===== src/rtl/settle_timer.sv =====
// Settle interval timer for the sweep checker.
// Loadable down-counter: i_load reloads SETTLE-1, i_en decrements toward zero,
// o_expired is high once the count has reached zero. With SETTLE=N the FSM
// spends exactly N cycles in DRIVE after a load.
// Ports:
//   clk       in  rising-edge clock
//   rst_n     in  asynchronous active-low reset
//   i_load    in  reload the counter with SETTLE-1
//   i_en      in  decrement (ignored when already expired)
//   o_expired out counter is at zero
module settle_timer #(
    parameter int SETTLE = 2
) (
    input  logic clk,
    input  logic rst_n,
    input  logic i_load,
    input  logic i_en,
    output logic o_expired
);

    localparam logic [3:0] LOAD_VAL = 4'(SETTLE - 1);

    logic [3:0] r_cnt;

    always_ff @(posedge clk or negedge rst_n) begin
        if (!rst_n) begin
            r_cnt <= LOAD_VAL;
        end else if (i_load) begin
            r_cnt <= LOAD_VAL;
        end else if (i_en && (r_cnt != 4'd0)) begin
            r_cnt <= r_cnt - 4'd1;
        end
    end

    assign o_expired = (r_cnt == 4'd0);

endmodule


===== config.mk =====
export PLATFORM = sky130hd
export DESIGN_NAME = settle_timer
export DESIGN_NICKNAME = d
export VERILOG_FILES = /design/src/rtl/settle_timer.sv
export SDC_FILE = /design/constraint.sdc
export NUM_CORES = 1
export LEC_CHECK = 0
export CAP_MARGIN = 10
export CORE_AREA = 2 2 39 41
export DETAILED_ROUTE_END_ITERATION = 6
export DIE_AREA = 0 0 41 43
export PLACE_DENSITY = 0.36
export SYNTH_ARGS = -nofsm -noshare
export SYNTH_HDL_FRONTEND = slang
export SYNTH_SLANG_ARGS = --single-unit

===== constraint.sdc =====
create_clock -name clk -period 1.89 [get_ports clk]
set_input_delay 0.378 -clock clk [delete_from_list [all_inputs] [get_ports clk]]
set_output_delay 0.378 -clock clk [all_outputs]
set_load 0.02 [all_outputs]

# ---- Word-level counts from Yosys, hierarchy flattened
# Index checks and enable logic that the tools add are counted.
dict set report op_classes {
  add_sub_neg 1
  n_mul 0
  div 0
  n_lt_le_gt_ge 0
  n_eq_ne 0
  shifts 0
  muxes 2
  bitwise 0
  n_reduce_logical 4
}
# operator count
set ops {}
lappend ops {{4-bit two-way mux} 2}
lappend ops {{4-bit zero test} 1}
lappend ops {{4-bit nonzero test} 1}
lappend ops {{4-bit by 1-bit subtractor with 4-bit output (second input constant)} 1}
lappend ops {{2-bit nonzero test} 1}
lappend ops {{1-bit logical AND} 1}
dict set report totals {
  regBits 4
  latchBits 0
  ramBits 0
  rom_bits 0
  output_inout_bits 1
  wordCells 8
  memories 0
}

# ---- Logic depth before layout (Yosys ltp)
dict set report depth {
  depth_word 4
  ltp_mapped 5
}

# ---- Worst setup path after synthesis
# OpenSTA, ideal clock, no wires.
dict set report synth_timing {
  path_type {flip-flop to flip-flop}
  from {register r_cnt[0]}
  to {register r_cnt[1]}
  setup_ns 0.125
  arrival_ns 1.480
  path_slack_ns 0.285
  stages_incl_launch_ff 6
  path_buffers 0
  period_less_slack_ns 1.605
  path_cell_list {dfstp_2 inv_1 ha_1 nor3b_2 nor2b_1 mux2_2}
}
dict set report synth_via {
  elab_chain_len 3
  word_cells_on_any_way 6
}
# item line_no
set synth_lines {}
lappend synth_lines {{from (decl)} 23} ;# logic [3:0] r_cnt;
lappend synth_lines {{from (signal assigned)} 31} ;# r_cnt <= r_cnt - 4'd1;
lappend synth_lines {{4-bit by 1-bit subtractor with 4-bit output or 4-bit nonzero test (tied branches)} {31, 30}}
lappend synth_lines {{4-bit two-way mux or 1-bit logical AND (tied branches)} 30} ;# end else if (i_en && (r_cnt != 4'd0)) begin
lappend synth_lines {{4-bit two-way mux or 2-bit nonzero test (tied branches)} -}
# Parallel ways exist; a longest one is shown, timed or not. The select of a mux whose other input is x is not followed.
# A chain may end at the register's enable or synchronous reset.

# ---- Worst setup path in the final report
dict set report layout_timing {
  from {register r_cnt[0]}
  to {output port o_expired}
}
dict set report layout_via {
  elab_chain_len 1
}
# item line_no
set layout_lines {}
lappend layout_lines {{4-bit zero test} 35} ;# assign o_expired = (r_cnt == 4'd0);
lappend layout_lines {{to (decl)} 18} ;# output logic o_expired
# No other way between the ends.

==> out/metrics.yaml <==
fin_setup_tns_ns: 0
vias_per_cell: 3.76
synth_flop_cell: "dfrtp_1"
vias: 188
dp_hpwl_um: 360
ios: 5
dp.cells: 46
clock_power_share_pct: 38.0
rows: 14
clk_path_buf_depth: 2
synth_nets: 30
ir_drop_mv: 0.267
syn-cell-area_sq_um: 248
synth_most_common_cell: "nor2_1"
synth_top_area_share_pct: 30.3
async_reset_ff_share_pct: 100
hp-class: "in2async"
maxCapViolCount: 0
status: "complete, no violations"
arrival_ns: 1.43
setup_viol: 0
area_delta_synth_final_pct: 40.9
final_cell_area_sq_um: 349
reg_top3: "r_cnt: 4 flops"
final_core_util_pct: 25.2
synth_seq_cells: 4
regMostFlops: "r_cnt"
pre_cts_slack_ns: 0.0481
layout.nets: 41
synth-edff-count: 0
track_usage_pct: 6.66
cts_root_buf: "clkbuf_4"
die_x_um: 41
diodes: 0
ys_types: 15
dr_wl_met2_um: 220
htree_levels: 1
ys.warnings.count: 0
critPathLaunchType: "register"
syn_area_per_cell_sq_um: 10.3
p_seq_share_pct: 36.0
fill_cells: 156
drtIter0Drc: 0
grt_start_max_net_pins: 8
place_congestion: 0.686
drv_slew: 0
relSlewSlack_pct: 84.1
wl_met1_um: 167
fin_crit_ns: 1.81
wire_per_inst_um: 8.28
switchingPower_mw: 0.0781
fp.dieArea_sq_um: 1760
drc_errors: 0
fin_skew_ns: 0.00798
hold_viol: 0
largest_reg_flops: 4
clk_pin_slew_ns: 0.04
p_leak_nw: 0.162
place_area_sq_um: 323
timing.fmax_mhz: 552
synth_top_cell_by_area: "dfrtp_1"
path_max_fanout: 3
grt_pass1_wl_um: 772
grt_pass1_vias: 223
fin_cells: 50
crit_type: "reg2out"
finalCritPeriodShare_pct: 95.9
synth_area_leaders: "dfrtp_1 (30%), dfstp_2 (11%), ha_1 (10%)"
tightest_slew_ns: 0.237
overflow: 0
end_kind: "output port"
ant_nets: 0
start_util_pct: 17.9
core_sq_um: 1380
antenna_found_initial: 0
wl_met3_um: 26
first_pass_iters: 1
synthTopCellsByCount: "nor2_1 (4), dfrtp_1 (3), inv_1 (3)"
cts_tree: "built"
required_ns: 1.51
grt_setup_unrepaired: "no"
io_buffers: 4
clk_latency_ns: 0.23
numCtsBuffers: 3
p_per_area_nw_per_um2: 853
sw_frac_of_total_pct: 26.2
clock-sinks: 4
netlist_instances: 24
yosysSeqAreaShare_pct: 40.9
die_height_um: 43
setup_ws_ns: 0.0781
finalPower_mw: 0.298
p_int_mw: 0.220
top_layer_used: "met3"
drive_above_1_share_pct: 32.4
wirelength_um: 414
power_frac_comb_pct: 26.0
whs_ns: 0.341
-- logic make-up (layout without fill, tap and decap cells) --
group	after synthesis	count (layout)	synth area share, %
AND/OR/NAND/NOR	11	11	30.3
flip-flops	4	4	40.9
buffers and inverters	3	13	4.55
adder cells (fa/ha/maj)	2	2	10.1
AO/OA/AOI/OAI	2	2	5.55
multiplexers	2	2	8.59
-- metal layers --
layer | vias to the layer above | global-route usage [%]
li1 | 101 | -
met1 | 84 | 7.19
met2 | 3 | 10.0
met3 | 0 | 1.57
met4 | 0 | 6.00
met5 | - | 0
-- placed cells by master, fill, tap and decap left out, types with 2 or more instances in the layout --
master	count
clkdlybuf4s50_1	3
inv_1	3
dfrtp_1	3
nor2_1	4
nand2_1	2
clkbuf_4	3
buf_4	2
ha_1	2
-- final cells by class --
type | instances | area, sq um | share of cell area (%)
repair buffers | 6 | 55.1 | 15.8
clock buffers | 4 | 26.3 | 7.53
inverters | 3 | 11.3 | 3.23
multi-input cells | 17 | 135 | 38.7
well taps | 16 | 20.0 | 5.73
flip-flops and latches | 4 | 101 | 29.0
-- worst max-delay path, stage by stage (launching register included) --
cell             delay, ns
dfstp_2               0.53
inv_1                 0.05
ha_1                  0.18
nor3b_2               0.15
clkdlybuf4s15_1       0.28
-- worst paths after layout --
check	from	end	slack, ns	depth (start not counted)
worst max-delay path	r_cnt[0]	o_expired	0.08	4
worst max register to register	r_cnt[0]	r_cnt[1]	0.15	6
max in group asynchronous	rst_n	r_cnt[0]	1.30	1
min in group clk	r_cnt[0]	r_cnt[0]	0.55	2
worst min-delay path	rst_n	r_cnt[3]	0.34	1
worst min register to register	r_cnt[0]	r_cnt[0]	0.55	2
-- power groups by stage --
stage          combinational, mW  clock (mW)  sequential (mW)
2_1_floorplan             0.0459           0            0.106
3_3_place_gp              0.0804           0            0.109
3_5_place_dp              0.0810           0            0.108
4_1_cts                   0.0785       0.121            0.107
5_1_grt                   0.0887       0.122            0.109
6_report                  0.0775       0.113            0.107
-- timing repair --
| action | CTS | global route |
|---|---|---|
| endpoints found under the setup margin | 1 | 1 |
| gates resized for setup | 1 | 1 |
| hold buffers | 0 | 0 |
| buffers inserted | 0 | 0 |
Note: power is estimated with default switching activity, not from simulation.
